[config.mk]
export PLATFORM = sky130hd
export DESIGN_NAME = parametric_cellular_automata_runner_flat
export DESIGN_NICKNAME = d
export VERILOG_FILES = /design/src/rtl/parametric_cellular_automata_runner_pkg.sv /design/src/rtl/parametric_cellular_automata_runner_if.sv /design/src/rtl/parametric_cellular_automata_runner_ca_next_state.sv /design/src/rtl/parametric_cellular_automata_runner.sv /design/src/flat_wrapper.sv
export SDC_FILE = /design/constraint.sdc
export NUM_CORES = 1
export LEC_CHECK = 0
export ABC_CLOCK_PERIOD_IN_PS = 3100
export CAP_MARGIN = 40
export CORE_ASPECT_RATIO = 0.6
export CORE_MARGIN = 1.5
export CORE_UTILIZATION = 55
export DETAILED_ROUTE_END_ITERATION = 10
export PLACE_DENSITY = 0.79
export SLEW_MARGIN = 10
export SYNTH_ARGS = -nofsm -noshare
export SYNTH_HDL_FRONTEND = slang
export SYNTH_SLANG_ARGS = --single-unit
[constraint.sdc]
create_clock -name clk -period 3.1 [get_ports clk]
set_input_delay 0.62 -clock clk [delete_from_list [all_inputs] [get_ports clk]]
set_output_delay 0.62 -clock clk [all_outputs]
set_load 0.01 [all_outputs]
[src/rtl/parametric_cellular_automata_runner_pkg.sv]
// Shared definitions for the cellular automaton runner: boundary modes,
// FSM encodings and the rule-table size helper.
package parametric_cellular_automata_runner_pkg;

  localparam int unsigned BOUND_W = 2;

  localparam logic [BOUND_W-1:0] CA_BOUND_WRAP = 2'd0;
  localparam logic [BOUND_W-1:0] CA_BOUND_ZERO = 2'd1;
  localparam logic [BOUND_W-1:0] CA_BOUND_ONE  = 2'd2;

  localparam logic [0:0] IDLE = 1'b0;
  localparam logic [0:0] RUN  = 1'b1;

  // Rule table size for a neighbourhood of 2*radius+1 cells.
  function automatic int unsigned rule_bits(input int unsigned radius);
    return 32'd1 << (2 * radius + 1);
  endfunction

endpackage

[src/rtl/parametric_cellular_automata_runner_if.sv]
// Host-side control/status bundle of the cellular automaton runner.
// master: host (drives ce, rule, boundary, set, load, start, steps)
// slave : runner (drives state, generation, busy, done, stable)
interface parametric_cellular_automata_runner_if
  import parametric_cellular_automata_runner_pkg::*;
#(
  parameter int unsigned Width      = 16,
  parameter int unsigned Radius     = 1,
  parameter int unsigned CountWidth = 16
);
  localparam int unsigned RuleBits = rule_bits(Radius);

  logic                  ce;
  logic [RuleBits-1:0]   rule;
  logic [BOUND_W-1:0]    boundary;
  logic [Width-1:0]      set;
  logic                  load;
  logic                  start;
  logic [CountWidth-1:0] steps;
  logic [Width-1:0]      state;
  logic [CountWidth-1:0] generation;
  logic                  busy;
  logic                  done;
  logic                  stable;

  modport master (
    output ce, rule, boundary, set, load, start, steps,
    input  state, generation, busy, done, stable
  );

  modport slave (
    input  ce, rule, boundary, set, load, start, steps,
    output state, generation, busy, done, stable
  );
endinterface

[src/rtl/parametric_cellular_automata_runner_ca_next_state.sv]
// Combinational one-generation update of the whole lattice.
// state_i    : current lattice, bit Width-1 is the leftmost cell
// rule_i     : transition table indexed by {c[i+R] .. c[i-R]}
// boundary_i : wrap / zeros / ones (reserved behaves as zeros)
// next_o     : lattice after one generation
module ca_next_state
  import parametric_cellular_automata_runner_pkg::*;
#(
  parameter int unsigned Width  = 16,
  parameter int unsigned Radius = 1
) (
  input  logic [Width-1:0]             state_i,
  input  logic [rule_bits(Radius)-1:0] rule_i,
  input  logic [BOUND_W-1:0]           boundary_i,
  output logic [Width-1:0]             next_o
);
  localparam int unsigned NbW = 2 * Radius + 1;

  logic wrap;
  logic fill;

  assign wrap = (boundary_i == CA_BOUND_WRAP);
  assign fill = (boundary_i == CA_BOUND_ONE);

  // Tap positions are elaboration constants, so edge cells pick their
  // wrapped neighbour or the fill value without any run-time indexing.
  for (genvar gi = 0; gi < Width; gi++) begin : g_cell
    logic [NbW-1:0] idx;
    for (genvar gk = 0; gk < NbW; gk++) begin : g_tap
      localparam int J = int'(gi) + int'(Radius) - int'(gk);
      if (J >= 0 && J < int'(Width)) begin : g_in
        assign idx[NbW-1-gk] = state_i[J];
      end else begin : g_edge
        assign idx[NbW-1-gk] = wrap ? state_i[(J + int'(Width)) % int'(Width)] : fill;
      end
    end
    assign next_o[gi] = rule_i[idx];
  end

endmodule

[src/rtl/parametric_cellular_automata_runner.sv]
// Runs a programmed number of generations of a 1-D binary cellular
// automaton under a start/busy/done handshake, with optional fixed-point stop.
// clk : rising-edge clock
// rst : asynchronous reset, active-low
// bus : slave side of the host bundle (config in, lattice/status out)
module parametric_cellular_automata_runner
  import parametric_cellular_automata_runner_pkg::*;
#(
  parameter int unsigned Width       = 16,
  parameter int unsigned Radius      = 1,
  parameter int unsigned CountWidth  = 16,
  parameter int unsigned StopOnFixed = 1
) (
  input  logic                                  clk,
  input  logic                                  rst,
  parametric_cellular_automata_runner_if.slave  bus
);
  localparam int unsigned RuleBits = rule_bits(Radius);

  logic [0:0]            fsm_q, fsm_d;
  logic [Width-1:0]      state_q, state_d;
  logic [CountWidth-1:0] gen_q, gen_d;
  logic [CountWidth-1:0] steps_q, steps_d;
  logic [RuleBits-1:0]   rule_q, rule_d;
  logic [BOUND_W-1:0]    bound_q, bound_d;
  logic                  busy_q, busy_d;
  logic                  done_q, done_d;
  logic                  stable_q, stable_d;

  logic [Width-1:0]      next_state;
  logic [CountWidth-1:0] gen_inc;
  logic                  fixed;

  ca_next_state #(
    .Width  (Width),
    .Radius (Radius)
  ) u_next (
    .state_i    (state_q),
    .rule_i     (rule_q),
    .boundary_i (bound_q),
    .next_o     (next_state)
  );

  assign gen_inc = gen_q + CountWidth'(1);
  assign fixed   = (next_state == state_q);

  // State register.
  always_ff @(posedge clk or negedge rst) begin
    if (!rst) begin
      fsm_q    <= IDLE;
      state_q  <= '0;
      gen_q    <= '0;
      steps_q  <= '0;
      rule_q   <= '0;
      bound_q  <= '0;
      busy_q   <= 1'b0;
      done_q   <= 1'b0;
      stable_q <= 1'b0;
    end else begin
      fsm_q    <= fsm_d;
      state_q  <= state_d;
      gen_q    <= gen_d;
      steps_q  <= steps_d;
      rule_q   <= rule_d;
      bound_q  <= bound_d;
      busy_q   <= busy_d;
      done_q   <= done_d;
      stable_q <= stable_d;
    end
  end

  // Next-state and output decode; everything holds while ce is low.
  always_comb begin
    fsm_d    = fsm_q;
    state_d  = state_q;
    gen_d    = gen_q;
    steps_d  = steps_q;
    rule_d   = rule_q;
    bound_d  = bound_q;
    busy_d   = busy_q;
    done_d   = done_q;
    stable_d = stable_q;
    if (bus.ce) begin
      done_d = 1'b0;
      case (fsm_q)
        IDLE: begin
          if (bus.load) begin
            state_d  = bus.set;
            stable_d = 1'b0;
          end else if (bus.start) begin
            gen_d = '0;
            if (bus.steps == '0) begin
              done_d = 1'b1;
            end else begin
              rule_d  = bus.rule;
              bound_d = bus.boundary;
              steps_d = bus.steps;
              busy_d  = 1'b1;
              fsm_d   = RUN;
            end
          end
        end
        RUN: begin
          state_d  = next_state;
          gen_d    = gen_inc;
          stable_d = fixed;
          if ((gen_inc == steps_q) || ((StopOnFixed != 0) && fixed)) begin
            busy_d = 1'b0;
            done_d = 1'b1;
            fsm_d  = IDLE;
          end
        end
        default: fsm_d = IDLE;
      endcase
    end
  end

  assign bus.state      = state_q;
  assign bus.generation = gen_q;
  assign bus.busy       = busy_q;
  assign bus.done       = done_q;
  assign bus.stable     = stable_q;

endmodule
[src/flat_wrapper.sv]
// flat-port wrapper written by rule: the top's interface ports become plain ports
module parametric_cellular_automata_runner_flat import parametric_cellular_automata_runner_pkg::*;
#(
  parameter int unsigned Width       = 16,
  parameter int unsigned Radius      = 1,
  parameter int unsigned CountWidth  = 16,
  parameter int unsigned StopOnFixed = 1
)
  (clk, rst, bus_ce, bus_rule, bus_boundary, bus_set, bus_load, bus_start, bus_steps, bus_state, bus_generation, bus_busy, bus_done, bus_stable);
  parametric_cellular_automata_runner_if #(.Width(Width), .Radius(Radius), .CountWidth(CountWidth)) bus_i ();
  input  logic clk;
  input  logic rst;
  input wire logic [$bits(bus_i.ce)-1:0] bus_ce;
  input wire logic [$bits(bus_i.rule)-1:0] bus_rule;
  input wire logic [$bits(bus_i.boundary)-1:0] bus_boundary;
  input wire logic [$bits(bus_i.set)-1:0] bus_set;
  input wire logic [$bits(bus_i.load)-1:0] bus_load;
  input wire logic [$bits(bus_i.start)-1:0] bus_start;
  input wire logic [$bits(bus_i.steps)-1:0] bus_steps;
  output wire logic [$bits(bus_i.state)-1:0] bus_state;
  output wire logic [$bits(bus_i.generation)-1:0] bus_generation;
  output wire logic [$bits(bus_i.busy)-1:0] bus_busy;
  output wire logic [$bits(bus_i.done)-1:0] bus_done;
  output wire logic [$bits(bus_i.stable)-1:0] bus_stable;
  assign bus_i.ce = bus_ce;
  assign bus_i.rule = bus_rule;
  assign bus_i.boundary = bus_boundary;
  assign bus_i.set = bus_set;
  assign bus_i.load = bus_load;
  assign bus_i.start = bus_start;
  assign bus_i.steps = bus_steps;
  assign bus_state = bus_i.state;
  assign bus_generation = bus_i.generation;
  assign bus_busy = bus_i.busy;
  assign bus_done = bus_i.done;
  assign bus_stable = bus_i.stable;
  parametric_cellular_automata_runner #(.Width(Width), .Radius(Radius), .CountWidth(CountWidth), .StopOnFixed(StopOnFixed)) u_core (.clk(clk), .rst(rst), .bus(bus_i));
endmodule
# Yosys cells after proc, flatten, opt, wreduce, memory -nomap -nowiden
# Index checks and enable logic that the tools add are counted.
[classes]
eq_ne = 8
n_bitwise = 3
mux = 56
reduce_logical = 7
n_lt_le_gt_ge = 16
addsub = 1
[op_table]
columns = ["cell", "count"]
rows = [
  ["3-bit by 4-bit < comparator with 1-bit output, second input constant", 16],
  ["16-bit case mux with 2 select lines", 2],
  ["1-bit binary-select mux with 3-bit select", 16],
  ["16-bit two-way mux", 3],
  ["16-bit equality test", 2],
  ["1-bit two-way mux", 31],
  ["16-bit by 1-bit adder with 16-bit output, second input constant", 1],
  ["16-bit logical NOT", 1],
  ["2-bit != test, second input constant", 5],
  ["5-bit AND reduction", 2],
  ["1-bit case mux with 2 select lines", 4],
  ["1-bit inverter", 3],
  ["3-bit AND reduction", 1],
  ["2-bit equality test, second input constant", 1],
  ["2-bit logical NOT", 1],
  ["2-bit AND reduction", 1],
  ["1-bit logical OR", 1],
]
[word_totals]
in_bits = 47
ff_bits = 62
output_inout_bits = 35
word_cells = 100

# Depth between registers and ports, before layout
[logic_depth]
word_depth = 8
ltp_mapped = 9
depth_no_buf = 8

# Hierarchy
# From an unflattened synthesis, not the netlist that was laid out.
[unflattened]
hier_cells = 399
area_unflattened_um2 = 4433.0
[by_module_without_submodules]
columns = ["module", "seq_area_each_um2", "area_per_inst_um2", "instances", "cells_per_inst"]
rows = [
  ["parametric_cellular_automata_runner", 1551.5, 3403.3, 1, 340],
  ["ca_next_state", 0.0, 1029.7, 1, 59],
]

# Least setup slack after synthesis
# OpenSTA, ideal clock, no wires.
[synth_timing]
kind = "reg-to-reg"
from = "register u_core.state_q[1] (netlist: u_core.bus.state[1])"
to = "register u_core.busy_q (netlist: u_core.bus.busy)"
path_stages_with_launch = 8
setup_ps = 120
path_slack_ps = 491
arrival_ps = 2489
path_cell_list = "dfrtp_1 > buf_2 > buf_1 > mux4_2 > or4_4 > nor4b_4 > nand4_2 > a31o_1"
[synth_between]
elab_chain_len = 6
[synth_lines]
columns = ["element", "line", "rtl"]
rows = [
  ["start: declaration", "parametric_cellular_automata_runner.sv:21", "logic [Width-1:0] state_q, state_d;"],
  ["start signal: assignment", "parametric_cellular_automata_runner.sv:61", "state_q <= state_d;"],
  ["1-bit binary-select mux with 3-bit select", "parametric_cellular_automata_runner_ca_next_state.sv:37", "assign next_o[gi] = rule_i[idx];"],
  ["1-bit two-way mux (not written as such)", "parametric_cellular_automata_runner_ca_next_state.sv:37", ""],
  ["16-bit equality test *", "parametric_cellular_automata_runner.sv:45", "assign fixed = (next_state == state_q);"],
  ["1-bit logical OR *", "parametric_cellular_automata_runner.sv:107", "if ((gen_inc == steps_q) || ((StopOnFixed != 0) && fixed)) begin"],
  ["2-bit != test (no source line) *", "--", ""],
  ["5-bit AND reduction (no source line) *", "--", ""],
  ["end signal: assignment", "parametric_cellular_automata_runner.sv:66", "busy_q <= busy_d;"],
  ["end: declaration", "parametric_cellular_automata_runner.sv:26", "logic busy_q, busy_d;"],
]
# Every way passes the cells marked *; elsewhere a longest branch is shown, timed or not. The select of a mux whose other input is x is not followed.
# A chain may end at the register's enable or synchronous reset.

# Worst setup path in the final report
[layout_timing]
from = "register u_core.state_q[0] (netlist: u_core.bus.state[0])"
to = "register u_core.fsm_q"
[layout_between]
elab_chain_len = 7
[layout_lines]
columns = ["element", "line", "rtl"]
rows = [
  ["1-bit two-way mux", "parametric_cellular_automata_runner_ca_next_state.sv:34", "assign idx[NbW-1-gk] = wrap ? state_i[(J + int'(Width)) % int'(Width)] : fill;"],
  ["1-bit binary-select mux with 3-bit select", "parametric_cellular_automata_runner_ca_next_state.sv:37", ""],
  ["1-bit two-way mux (not written as such)", "parametric_cellular_automata_runner_ca_next_state.sv:37", ""],
  ["16-bit equality test *", "parametric_cellular_automata_runner.sv:45", ""],
  ["1-bit logical OR *", "parametric_cellular_automata_runner.sv:107", ""],
  ["1-bit two-way mux *", "parametric_cellular_automata_runner.sv:107", ""],
  ["1-bit case mux with 2 select lines *", "parametric_cellular_automata_runner.sv:85", "case (fsm_q)"],
  ["end signal: assignment", "parametric_cellular_automata_runner.sv:60", "fsm_q <= fsm_d;"],
  ["end: declaration", "parametric_cellular_automata_runner.sv:20", "logic [0:0] fsm_q, fsm_d;"],
]
# Marks and branches as above.

==> flow_metrics.tcl <==
set metrics [dict create \
    run_status "completed" \
    num-fill-cells 644 \
    start_kind "flip-flop" \
    report.final.hold_viol_count 0 \
    vdd_ir_drop_max_v 0.000589 \
    synth_warnings 0 \
    initial_utilization_pct 57.2 \
    die_ar_um2 9530 \
    routedWlPerCell_um 22.8 \
    synth-edff-count 0 \
    seq_power_share_pct 29.1 \
    final_cell_mix "80 x clkdlybuf4s50_1, 62 x dfrtp_1, 41 x nand2_1, 36 x nor2_1, 34 x o21ai_0" \
    yosysSeqAreaShare_pct 31.6 \
    final_layout_size_suffix_gt1_share_pct 19.1 \
    power.switching_fraction_pct 42.5 \
    num_vias 4947 \
    final.min_clock_period_ps 2850 \
    most_common_cell_after_layout_fill_and_taps_aside "clkdlybuf4s50_1" \
    first_pass_grt_wire_length_mm 25.6 \
    fin_nets 639 \
    h-tree-depth 3 \
    cts.hold.buffers_added 0 \
    detailed_place_hpwl_mm 11.5 \
    ys_types 70 \
    ff_to_ff_start "u_core.bus.state[0]" \
    async_s_r_ff_share_synth_pct 100 \
    ys.flop_type "dfrtp_1" \
    route.detailed.drc 0 \
    worst_slack_ps 255 \
    globalplace.congestion 0.978 \
    cts_setup_buffers 0 \
    critical_path_class "reg -> reg" \
    r2r_end "u_core.fsm_q" \
    place_worst_setup_slack_ps 146 \
    antennaDiodeCount 0 \
    hold_path.class "in -> async" \
    vias_per_cell 6.99 \
    final-setup-viol-count 0 \
    share_comb_of_total_power_pct 51.6 \
    drt_wl_total_mm 16.1 \
    endpoint_kind "flip-flop" \
    syn-num-nets 570 \
    largest_net_degree_at_the_start_of_global_routing 63 \
    clockBufferDepth 2 \
    grt_setup_unrepaired "no" \
    ant_nets 0 \
    std_cell_rows 26 \
    core_area_um2 8590 \
    boundary_pins 82 \
    tritoncts "built" \
    synthesis.area_um2 4910 \
    drtPass1Iterations 7 \
    ff2ff_setup_slack_ps 250 \
    dieWidth_um 125 \
    fin_setup_tns_ps 0 \
    power.internal_mw 3.15 \
    areaGrowthSynthToFinish_pct 26.2 \
    clock-sinks 62 \
    clk_latency_ps 340 \
    grt_overflow 0 \
    switchingPower_mw 2.33 \
    dr.first_iter.drc_count 863 \
    clockRootBuffer "clkbuf_16" \
    numCtsBuffers 9 \
    timing.clock.skew_ps 4.70 \
    min_period_over_period_pct 91.8 \
    fmaxAchievable_mhz 351 \
    pwr_density_cell_nw_per_um2 883 \
    gr-usage-all-layers_pct 34.8 \
    cp.arrival_ps 3080 \
    power.clock.fraction_pct 19.3 \
    synthCells 522 \
    worstMarginPinSlew_ps 649 \
    ys_seq_elements 62 \
    die_h_um 76.2 \
    number_of_antenna_violations_at_the_first_check_in_global_routing 0 \
    max_cap_viol_count 0 \
    worstPathMaxFanout 10 \
    worst_r2r_path_depth 7 \
    clk_transition_reported_paths_ps 60 \
    via_count_of_the_first_global_routing_pass 4507 \
    post_synth.cell_area_avg_um2 9.41 \
    cp-startpoint "u_core.bus.state[0]" \
    slew_headroom_pct 56.7 \
    drv_slew 0 \
    required_ps 3330 \
    buffers_on_ports 81 \
    leakagePower_nw 2.46 \
]
==> synth_stat cells, types with 4 or more instances <==
master | n | area [um2]
dfrtp_1 | 62 | 1550
nor4_1 | 5 | 31.3
nand2b_1 | 4 | 25.0
o31ai_1 | 8 | 60.1
o211ai_1 | 8 | 60.1
o22ai_1 | 15 | 93.8
nor2_1 | 36 | 135
buf_2 | 15 | 75.1
xor2_1 | 6 | 52.6
inv_1 | 13 | 48.8
xnor2_1 | 15 | 131
o21ai_0 | 34 | 170
and2_1 | 4 | 25.0
nand3_1 | 13 | 65.1
nand2_1 | 41 | 154
nand4_1 | 9 | 56.3
o22a_1 | 6 | 52.6
nor3_1 | 5 | 25.0
clkbuf_1 | 34 | 128
a221oi_1 | 8 | 70.1
a21oi_1 | 21 | 105
mux4_2 | 21 | 473
o2111ai_1 | 5 | 43.8
a31oi_1 | 4 | 25.0
mux2i_1 | 31 | 310
mux2_2 | 32 | 360
==> flip-flops by register name (all words and copies together), names as in the netlist <==
register               cells
u_core.steps_q            16
u_core.bus.generation     16
u_core.bus.done            1
u_core.rule_q              8
u_core.bus.busy            1
u_core.bus.stable          1
u_core.bound_q             2
u_core.fsm_q               1
u_core.bus.state          16
==> timing repair <==
action                                  in CTS  in global routing
endpoints found under the setup margin       0                  3
resized for setup                            0                  3
endpoints found under the hold margin        0                  0
==> area by class of cell <==
| type | count | area, um2 | area share (%) |
|---|---|---|---|
| clock inverters | 7 | 81.3 | 1.31 |
| clock buffers | 9 | 225 | 3.63 |
| multi-input cells | 390 | 3070 | 49.6 |
| repair buffers | 113 | 1070 | 17.3 |
| inverters | 15 | 56.3 | 0.908 |
| well taps | 112 | 140 | 2.26 |
| flip-flops and latches | 62 | 1550 | 25.0 |
==> worst max-delay path, cell delays in order, from the launching register on <==
cell and delay, ps:
dfrtp_1 570, mux4_2 590, xnor2_1 220, nor2_1 70, or4_4 530, nor4b_4 330, nand4_2 170, a31o_1 250
==> logic make-up after synthesis <==
kind of cell | synth area share (%)
mux | 24.0
simple gates | 15.7
xor+xnor | 3.74
buf+inv | 6.11
compound gates | 18.5
flops | 31.6
fa+ha+maj | 0.255
==> stage by stage <==
stage	power (mW)	instances	area, um2	util [%]	hold slack [ps]
floorplan	3.34	522	4910	-	324
global placement	4.17	692	5880	68.5	507
detailed placement	4.28	692	5880	68.5	495
CTS	5.36	708	6190	72.0	301
global route	5.73	708	6200	72.2	293
finish	5.47	708	6200	72.2	274
==> per-layer routing <==
metal	vias up	GRT usage (%)	share of wire, %
met2	435	45.6	40
li1	2116	-	-
met5	-	0	0
met4	0	9.89	2.6
met1	2332	53.6	43
met3	64	12.1	15
==> power by group through the flow <==
stage	logic [mW]	clock network, mW	registers [mW]
2_1_floorplan	2.04	0	1.30
3_3_place_gp	2.62	0	1.54
3_5_place_dp	2.72	0	1.57
4_1_cts	2.75	1.06	1.55
5_1_grt	3.01	1.10	1.63
6_report	2.82	1.06	1.59
==> worst max path at each step <==
stage                     depth (start not counted)              end
final                                             7     u_core.fsm_q
after CTS                                         8     u_core.fsm_q
after global placement                            8     u_core.fsm_q
after detailed placement                          8  u_core.bus.busy
after floorplan                                   7  u_core.bus.busy
after global routing                              8  u_core.bus.busy
Note: power is estimated with default switching activity, not from simulation.
